<file path="src/rtl/seg7_pkg.sv">
// Shared definitions for the seven-segment scan capture block: active-low
// segment patterns, FSM state encoding, error flag positions and the
// decoded-digit record.
package seg7_pkg;

    // Active-low segment patterns, segments a..g on bits 6..0.
    localparam logic [6:0] SEG_0     = 7'h01;
    localparam logic [6:0] SEG_1     = 7'h4f;
    localparam logic [6:0] SEG_2     = 7'h12;
    localparam logic [6:0] SEG_3     = 7'h06;
    localparam logic [6:0] SEG_4     = 7'h4c;
    localparam logic [6:0] SEG_5     = 7'h24;
    localparam logic [6:0] SEG_6     = 7'h20;
    localparam logic [6:0] SEG_7     = 7'h0f;
    localparam logic [6:0] SEG_8     = 7'h00;
    localparam logic [6:0] SEG_9     = 7'h04;
    localparam logic [6:0] SEG_A     = 7'h08;
    localparam logic [6:0] SEG_B     = 7'h60;
    localparam logic [6:0] SEG_C     = 7'h31;
    localparam logic [6:0] SEG_D     = 7'h42;
    localparam logic [6:0] SEG_E     = 7'h30;
    localparam logic [6:0] SEG_F     = 7'h38;
    localparam logic [6:0] SEG_BLANK = 7'h7f;

    // Frame tracker: HUNT waits for digit 0, COLLECT assembles digits 1..7.
    typedef enum logic {
        HUNT    = 1'b0,
        COLLECT = 1'b1
    } state_t;

    // Bit positions inside err_flags.
    localparam int ERR_SEG     = 0;
    localparam int ERR_AN      = 1;
    localparam int ERR_ORDER   = 2;
    localparam int ERR_TIMEOUT = 3;

    // Result of decoding one segment pattern.
    typedef struct packed {
        logic       valid;
        logic       blank;
        logic [3:0] nibble;
    } seg_dec_t;

endpackage

</file>
<file path="src/rtl/seg7_scan_capture_if.sv">
// Multiplexed display bus as seen on the wire: active-low digit enables and
// active-low segments. The display driver owns it, the capture block listens.
interface seg7_scan_capture_if;
    logic [7:0] an_in;
    logic [6:0] seg_in;

    modport master (output an_in, output seg_in);
    modport slave  (input  an_in, input  seg_in);
endinterface

</file>
<file path="src/rtl/seg7_decode.sv">
// Combinational inverse of the hex-to-seven-segment table. Blank (all
// segments off) decodes as a valid nibble 0 with the blank bit set; any
// pattern outside the table is reported as invalid.
module seg7_decode
    import seg7_pkg::*;
(
    input  logic [6:0] seg,
    output seg_dec_t   dec
);

    // Pattern lookup against the hex table.
    always_comb begin
        // NOTE: every output gets a default before the case so no path can
        // leave it unassigned, which would otherwise infer a latch.
        dec = '{valid: 1'b1, blank: 1'b0, nibble: 4'h0};
        case (seg)
            SEG_0:     dec.nibble = 4'h0;
            SEG_1:     dec.nibble = 4'h1;
            SEG_2:     dec.nibble = 4'h2;
            SEG_3:     dec.nibble = 4'h3;
            SEG_4:     dec.nibble = 4'h4;
            SEG_5:     dec.nibble = 4'h5;
            SEG_6:     dec.nibble = 4'h6;
            SEG_7:     dec.nibble = 4'h7;
            SEG_8:     dec.nibble = 4'h8;
            SEG_9:     dec.nibble = 4'h9;
            SEG_A:     dec.nibble = 4'ha;
            SEG_B:     dec.nibble = 4'hb;
            SEG_C:     dec.nibble = 4'hc;
            SEG_D:     dec.nibble = 4'hd;
            SEG_E:     dec.nibble = 4'he;
            SEG_F:     dec.nibble = 4'hf;
            SEG_BLANK: dec.blank  = 1'b1;
            default:   dec.valid  = 1'b0;
        endcase
    end

endmodule

</file>
<file path="src/rtl/seg7_scan_capture.sv">
// Receive-side monitor for an 8-digit multiplexed seven-segment display.
// Registers the bus, waits for each digit to settle, decodes it and
// reassembles complete 0..7 scans into dis_num / blank_mask.
module seg7_scan_capture
    import seg7_pkg::*;
#(
    parameter int SETTLE_CYC  = 4,
    parameter int TIMEOUT_CYC = 1048576
) (
    input  logic                clk,
    input  logic                rst,
    seg7_scan_capture_if.slave  disp,
    input  logic                err_clr,
    output logic [31:0]         dis_num,
    output logic [7:0]          blank_mask,
    output logic                frame_valid,
    output logic                locked,
    output logic [3:0]          err_flags
);

    localparam int              TCNT_W       = $clog2(TIMEOUT_CYC + 1);
    localparam logic [7:0]      SETTLE_LAST  = 8'(SETTLE_CYC - 1);
    localparam logic [7:0]      SETTLE_MAX   = 8'(SETTLE_CYC);
    localparam logic [TCNT_W-1:0] TCNT_LAST  = TCNT_W'(TIMEOUT_CYC - 1);

    logic [7:0]        an_q, an_prev;
    logic [6:0]        seg_q, seg_prev;
    logic [7:0]        settle_cnt;
    logic              changed, cap;

    logic [2:0]        idx;
    logic              an_multi;
    seg_dec_t          dec;

    state_t            state_q, state_d;
    logic [2:0]        exp_q, exp_d;
    logic [7:0]        seen_q, seen_d;
    logic [31:0]       shadow_q, shadow_d;
    logic [7:0]        bshadow_q, bshadow_d;
    logic              done_q, done_d;
    logic [TCNT_W-1:0] tcnt_q, tcnt_d;
    logic [3:0]        err_set;
    logic              load;

    // Input register plus a copy of the previous sample for change detection.
    always_ff @(posedge clk) begin
        // NOTE: sequential state uses non-blocking assignments so every
        // register samples the pre-edge value of every other register.
        if (rst) begin
            an_q     <= '0;
            seg_q    <= '0;
            an_prev  <= '0;
            seg_prev <= '0;
        end else begin
            an_q     <= disp.an_in;
            seg_q    <= disp.seg_in;
            an_prev  <= an_q;
            seg_prev <= seg_q;
        end
    end

    assign changed = {an_q, seg_q} != {an_prev, seg_prev};
    // Strobe on the cycle the counter steps onto SETTLE_CYC: once per window.
    assign cap     = !changed && (settle_cnt == SETTLE_LAST);

    // Settle counter: restarts on any bus change, saturates at SETTLE_CYC.
    always_ff @(posedge clk) begin
        if (rst || changed) begin
            settle_cnt <= '0;
        end else if (settle_cnt != SETTLE_MAX) begin
            settle_cnt <= settle_cnt + 8'd1;
        end
    end

    // Active digit index and detection of more than one enabled digit.
    always_comb begin
        idx = 3'd0;
        for (int i = 0; i < 8; i++) begin
            if (!an_q[i]) idx = 3'(i);
        end
        an_multi = ((~an_q) & ((~an_q) - 8'd1)) != 8'd0;
    end

    seg7_decode u_decode (
        .seg (seg_q),
        .dec (dec)
    );

    // Frame tracker next-state: classifies each capture and assembles the shadow.
    always_comb begin
        state_d   = state_q;
        exp_d     = exp_q;
        seen_d    = seen_q;
        shadow_d  = shadow_q;
        bshadow_d = bshadow_q;
        done_d    = 1'b0;
        err_set   = '0;
        load      = 1'b0;
        tcnt_d    = (cap || state_q != COLLECT) ? '0 : tcnt_q + 1'b1;

        if (done_q) begin
            // Shadow now holds all eight digits: publish and rearm.
            load    = 1'b1;
            state_d = HUNT;
            seen_d  = '0;
        end else if (cap) begin
            if (an_q == 8'hff) begin
                // All digits off between dwells: nothing to capture.
            end else if (an_multi) begin
                err_set[ERR_AN] = 1'b1;
                state_d         = HUNT;
                seen_d          = '0;
            end else if (!dec.valid) begin
                err_set[ERR_SEG] = 1'b1;
                state_d          = HUNT;
                seen_d           = '0;
            end else if (state_q == HUNT) begin
                if (idx == 3'd0) begin
                    shadow_d[3:0] = dec.nibble;
                    bshadow_d[0]  = dec.blank;
                    seen_d        = 8'h01;
                    exp_d         = 3'd1;
                    state_d       = COLLECT;
                end
            end else if (idx == exp_q) begin
                shadow_d[{idx, 2'b00} +: 4] = dec.nibble;
                bshadow_d[idx]              = dec.blank;
                seen_d                      = seen_q | (8'h01 << idx);
                exp_d                       = exp_q + 3'd1;
                done_d                      = (idx == 3'd7) && ((seen_q | 8'h80) == 8'hff);
            end else if (idx == exp_q - 3'd1) begin
                // Segments changed during the same digit dwell: keep the newer value.
                shadow_d[{idx, 2'b00} +: 4] = dec.nibble;
                bshadow_d[idx]              = dec.blank;
            end else begin
                err_set[ERR_ORDER] = 1'b1;
                state_d            = HUNT;
                seen_d             = '0;
                if (idx == 3'd0) begin
                    shadow_d[3:0] = dec.nibble;
                    bshadow_d[0]  = dec.blank;
                    seen_d        = 8'h01;
                    exp_d         = 3'd1;
                    state_d       = COLLECT;
                end
            end
        end else if (state_q == COLLECT && tcnt_q == TCNT_LAST) begin
            err_set[ERR_TIMEOUT] = 1'b1;
            state_d              = HUNT;
            seen_d               = '0;
        end
    end

    // Frame tracker registers, published outputs and sticky error flags.
    always_ff @(posedge clk) begin
        // NOTE: the shadow is a handful of flops, not a RAM, so it is cleared
        // with everything else; a mid-frame reset must not leak stale digits.
        if (rst) begin
            state_q     <= HUNT;
            exp_q       <= '0;
            seen_q      <= '0;
            shadow_q    <= '0;
            bshadow_q   <= '0;
            done_q      <= 1'b0;
            tcnt_q      <= '0;
            dis_num     <= '0;
            blank_mask  <= '0;
            frame_valid <= 1'b0;
            err_flags   <= '0;
        end else begin
            state_q     <= state_d;
            exp_q       <= exp_d;
            seen_q      <= seen_d;
            shadow_q    <= shadow_d;
            bshadow_q   <= bshadow_d;
            done_q      <= done_d;
            tcnt_q      <= tcnt_d;
            frame_valid <= load;
            if (load) begin
                dis_num    <= shadow_q;
                blank_mask <= bshadow_q;
            end
            // A new error wins over a simultaneous clear.
            err_flags <= (err_clr ? 4'b0000 : err_flags) | err_set;
        end
    end

    assign locked = (state_q == COLLECT);

endmodule

</file>
<file path="src/flat_wrapper.sv">
// flat-port wrapper written by rule: the top's interface ports become plain ports
module seg7_scan_capture_flat import seg7_pkg::*;
#(
    parameter int SETTLE_CYC  = 4,
    parameter int TIMEOUT_CYC = 1048576
)
  (clk, rst, err_clr, dis_num, blank_mask, frame_valid, locked, err_flags, disp_an_in, disp_seg_in);
  seg7_scan_capture_if disp_i ();
  input  logic clk;
  input  logic rst;
  input  logic err_clr;
  output logic [31:0] dis_num;
  output logic [7:0] blank_mask;
  output logic frame_valid;
  output logic locked;
  output logic [3:0] err_flags;
  input wire logic [$bits(disp_i.an_in)-1:0] disp_an_in;
  input wire logic [$bits(disp_i.seg_in)-1:0] disp_seg_in;
  assign disp_i.an_in = disp_an_in;
  assign disp_i.seg_in = disp_seg_in;
  seg7_scan_capture #(.SETTLE_CYC(SETTLE_CYC), .TIMEOUT_CYC(TIMEOUT_CYC)) u_core (.clk(clk), .rst(rst), .disp(disp_i), .err_clr(err_clr), .dis_num(dis_num), .blank_mask(blank_mask), .frame_valid(frame_valid), .locked(locked), .err_flags(err_flags));
endmodule
</file>
<file path="config.mk">
export PLATFORM = sky130hd
export DESIGN_NAME = seg7_scan_capture_flat
export DESIGN_NICKNAME = d
export VERILOG_FILES = /design/src/rtl/seg7_pkg.sv /design/src/rtl/seg7_scan_capture_if.sv /design/src/rtl/seg7_decode.sv /design/src/rtl/seg7_scan_capture.sv /design/src/flat_wrapper.sv
export SDC_FILE = /design/constraint.sdc
export NUM_CORES = 1
export LEC_CHECK = 0
export ABC_CLOCK_PERIOD_IN_PS = 3500
export CORE_MARGIN = 4
export CORE_UTILIZATION = 30
export DETAILED_ROUTE_END_ITERATION = 8
export PLACE_DENSITY = 0.55
export SYNTH_ARGS = -nofsm -noshare
export SYNTH_HDL_FRONTEND = slang
export SYNTH_SLANG_ARGS = --single-unit
</file>
<file path="constraint.sdc">
create_clock -name clk -period 3.5 [get_ports clk]
set_input_delay 0.7 -clock clk [delete_from_list [all_inputs] [get_ports clk]]
set_output_delay 0.7 -clock clk [all_outputs]
set_load 0.01 [all_outputs]
</file>
==> flow_metrics.py <==
metrics = {
    "run_status": {
        "status": "completed",
    },
    "power": {
        "power.switching_w": 0.0008988,
        "p_per_area_nw_per_um2": 466.7,
        "clkPwrFrac_pct": 50.1,
        "seq_power_share_pct": 45.3,
        "ir_worst_vdd_v": 0.0003702,
        "p_sw_share_pct": 22.43,
        "power_leakage_nw": 3.050,
        "p_comb_share_pct": 4.6,
        "internal_power_w": 0.003108,
    },
    "timing": {
        "fin_setup_tns_ns": 0,
        "worst_slack_ns": 0.3114,
        "setup_viol_count_final": 0,
        "finalCriticalPeriod_ns": 3.189,
        "hold_viol": 0,
        "hold_ws_ns": 0.4604,
        "finalCritPeriodShare_pct": 91.10,
        "worstMarginPinSlew_ns": 1.203,
        "fin_skew_ns": 0.007127,
        "rsz0062_at_grt": "no",
        "slew_violations": 0,
        "fmax_ghz": 0.3136,
        "maxSlewHeadroom_pct": 19.37,
    },
    "setup_path": {
        "critPathBufInv": 2,
        "rr_startpoint": "u_core.an_q[6]$_SDFF_PP0_",
        "slowest_stage": "dfxtp_1",
        "crit_path_start_kind": "flip-flop",
        "worstSetupPathType": "flip-flop to flip-flop",
        "critical-path-top-delay-family": "simple AND/OR/NAND/NOR gates",
        "r2r-end": "u_core.shadow_q[16]$_SDFFE_PP0P_",
        "cp-end-kind": "flip-flop",
        "slowest_delay_ns": 0.57,
        "reg2reg_depth": 9,
        "ff2ff_setup_slack_ns": 0.31,
        "required_ns": 3.82,
        "cpMostUsedCell": "nand4_2",
        "cp_max_fo": 17,
        "crit_chain": "nand4_2 > inv_2 > and3_1 > nor3_1 > nor4_2 > nand4_2 > buf_4 > nor2_1 > mux2_2",
        "cp.arrival_ns": 3.51,
    },
    "floorplanning": {
        "core_area_sq_um": 22780,
        "rows": 55,
        "chipHeight_um": 160.5,
        "pin_count": 64,
        "start_util_pct": 30.63,
        "die_w_um": 160.5,
        "dieArea_sq_um": 25760,
    },
    "placement": {
        "gp_congestion": 0.8447,
        "dp.final_hpwl_um": 12270,
        "io_buffer_count": 63,
        "dp_cells": 1123,
        "pre_cts_ws_ns": 0.2701,
    },
    "route": {
        "final_antenna_net_count": 0,
        "wire_per_inst_um": 15.07,
        "drt_iter0_drc": 318,
        "viasPerCell": 4.830,
        "num_vias": 5579,
        "drc": 0,
        "first_pass_iters": 5,
        "wl_um": 17400,
    },
    "clock_network": {
        "clock-sinks": 156,
        "root_buffer": "clkbuf_16",
        "clk_latency_ns": 0.43,
        "htreeDepth": 4,
        "clk_pin_slew_ns": 0.06,
        "cts_inserted_buffers": 17,
        "cts_tree": "done",
        "postCtsSetupBuffers": 0,
        "clk_path_buf_depth": 2,
    },
    "logic_synthesis": {
        "synth.distinct_cells": 73,
        "async_reset_ff_share_pct": 0,
        "ys_top_cells_by_area": "dfxtp_1 (45%), mux2i_1 (7.9%), nor2_1 (5.4%)",
        "ys_warn_count": 0,
        "synth_top_area_cell": "dfxtp_1",
        "synth-seq-cells": 156,
        "syn-cell-area_sq_um": 6977,
        "synth_edf_count": 0,
        "synth_top_area_share_pct": 44.76,
        "synth_top_flop_cell": "dfxtp_1",
        "synth.yosys.seq_area_share_pct": 44.76,
        "syn_nets": 804,
        "syn_avg_cell_area_sq_um": 9.002,
        "syn_inst": 775,
    },
    "flow_run": {
        "drv_cap": 0,
    },
    "grt": {
        "grt.total_usage_pct": 13.73,
        "first_global_vias": 5416,
        "grt_start_max_net_pins": 49,
        "antenna_found_initial": 0,
        "grt_pass1_wl_um": 28780,
        "overflow": 0,
    },
    "layout": {
        "final_util_pct": 37.69,
        "syn2layout_area_growth_pct": 23.05,
        "diodes": 0,
        "nNetsFinal": 858,
        "final_cells": 1155,
        "drive_gt1_share_pct": 8.076,
    },
    "min_path": {
        "hold_end": "u_core.tcnt_q[0]$_SDFF_PP0_",
        "hold_start": "u_core.tcnt_q[0]$_SDFF_PP0_",
        "hold_path_class": "flip-flop to flip-flop",
        "whs_path_depth": 1,
    },
}
[per-layer routing]
layer / track usage (%) / wire, um / up-vias
li1: - / - / 2822
met1: 19.24 / 8466 / 2603
met2: 20.55 / 7777 / 127
met3: 3.516 / 835 / 27
met4: 4.654 / 325 / 0
met5: 0 / 0 / -
[repair_timing]
| action | in CTS | in global routing |
|---|---|---|
| hold buffers | 0 | 0 |
| gates resized for setup | 0 | 1 |
| setup endpoints to repair | 0 | 1 |
[cell usage in the layout, fill, tap and decap left out, drive strengths merged, types with 10 or more instances in the layout]
cell           Yosys  routed
a21oi             38      38
nand4             12      12
buf               19      21
nor3              14      14
clkdlybuf4s50      0      62
nand3             40      40
nor4              13      13
mux2i             55      55
xnor2             10      10
xor2              33      33
dfxtp            156     156
inv               17      21
nand2             44      44
nor2b             35      35
ha                11      11
o21ai             30      30
and3              14      14
clkbuf            29      21
nor2             102     102
[final cells by class]
cell class	count	area [sq um]
multi-input cells	553	3581
inverters	18	67.56
well taps	313	391.6
repair buffers	83	778.2
clock inverters	11	180.2
flip-flops and latches	156	3126
fillers	2318	14190
clock buffers	21	460.4
[state kept, by name (all words and copies together) (netlist names)]
register            count
u_core.dis_num         32
u_core.shadow_q        32
u_core.tcnt_q          21
u_core.an_prev          8
u_core.an_q             8
u_core.blank_mask       8
u_core.bshadow_q        8
u_core.settle_cnt       8
u_core.seen_q           7
u_core.seg_prev         7
u_core.seg_q            7
u_core.err_flags        4
u_core.exp_q            3
u_core.done_q           1
u_core.frame_valid      1
u_core.locked           1
[synth_stat cells (3+ instances only)]
cell type and n:
mux2_1 3, nand3b_1 6, nand2b_1 4, mux2i_1 55, a21oi_1 38, nor4_1 12
buf_2 12, ha_1 11, a31oi_1 6, o211ai_1 5, a211oi_1 4, nand2_1 44
nor2b_1 35, clkbuf_1 29, dfxtp_1 156, inv_1 16, xnor2_1 10, nand4b_1 3
nor2_1 101, nand4_1 10, a21o_1 4, and3_1 14, buf_1 4, o21ai_0 29
nor3b_1 4, and4_1 3, or4_1 6, o21a_1 3, xor2_1 33, and2_1 5
nor3_1 13, nand3_1 40, nor4bb_1 3
[power groups by stage]
| stage | combinational (W) | clock, W | sequential [W] |
|---|---|---|---|
| 3_5_place_dp | 0.000185 | 0 | 0.00185 |
| 5_1_grt | 0.000203 | 0.00214 | 0.00181 |
| 3_3_place_gp | 0.000187 | 0 | 0.00185 |
| 2_1_floorplan | 0.000128 | 0 | 0.00184 |
| 4_1_cts | 0.000186 | 0.00207 | 0.00181 |
| 6_report | 0.000186 | 0.00201 | 0.00181 |
[cell families (layout without fill, tap and decap cells)]
kind of cell	count (synthesis)	count (layout)	share of synthesized area (%)
simple gates	318	318	23.74
fa+ha+maj	11	11	1.973
mux	61	61	8.913
buf+inv	66	133	3.981
xor+xnor	43	43	5.398
flops	156	156	44.76
compound gates	120	120	11.23
[how the worst max path moves through the flow]
stage / start / cells past startpoint / slack (ns) / end
floorplan: u_core.an_q[2]$_SDFF_PP0_ / 13 / 0.41 / u_core.shadow_q[19]$_SDFFE_PP0P_
global placement: u_core.an_q[2]$_SDFF_PP0_ / 11 / 0.38 / u_core.shadow_q[29]$_SDFFE_PP0P_
detailed placement: u_core.an_q[7]$_SDFF_PP0_ / 9 / 0.27 / u_core.shadow_q[16]$_SDFFE_PP0P_
CTS: u_core.an_q[7]$_SDFF_PP0_ / 9 / 0.26 / u_core.shadow_q[16]$_SDFFE_PP0P_
global route: u_core.an_q[6]$_SDFF_PP0_ / 9 / 0.03 / u_core.shadow_q[16]$_SDFFE_PP0P_
finish: u_core.an_q[6]$_SDFF_PP0_ / 9 / 0.31 / u_core.shadow_q[16]$_SDFFE_PP0P_
[per-stage QoR]
step | power, W | area (sq um)
4_1_cts | 0.004064 | 8583
3_3_place_gp | 0.002039 | 7943
5_1_grt | 0.004156 | 8584
6_report | 0.004007 | 8584
3_5_place_dp | 0.002038 | 7943
2_1_floorplan | 0.001968 | 6977
(Power assumes the default switching activity.)
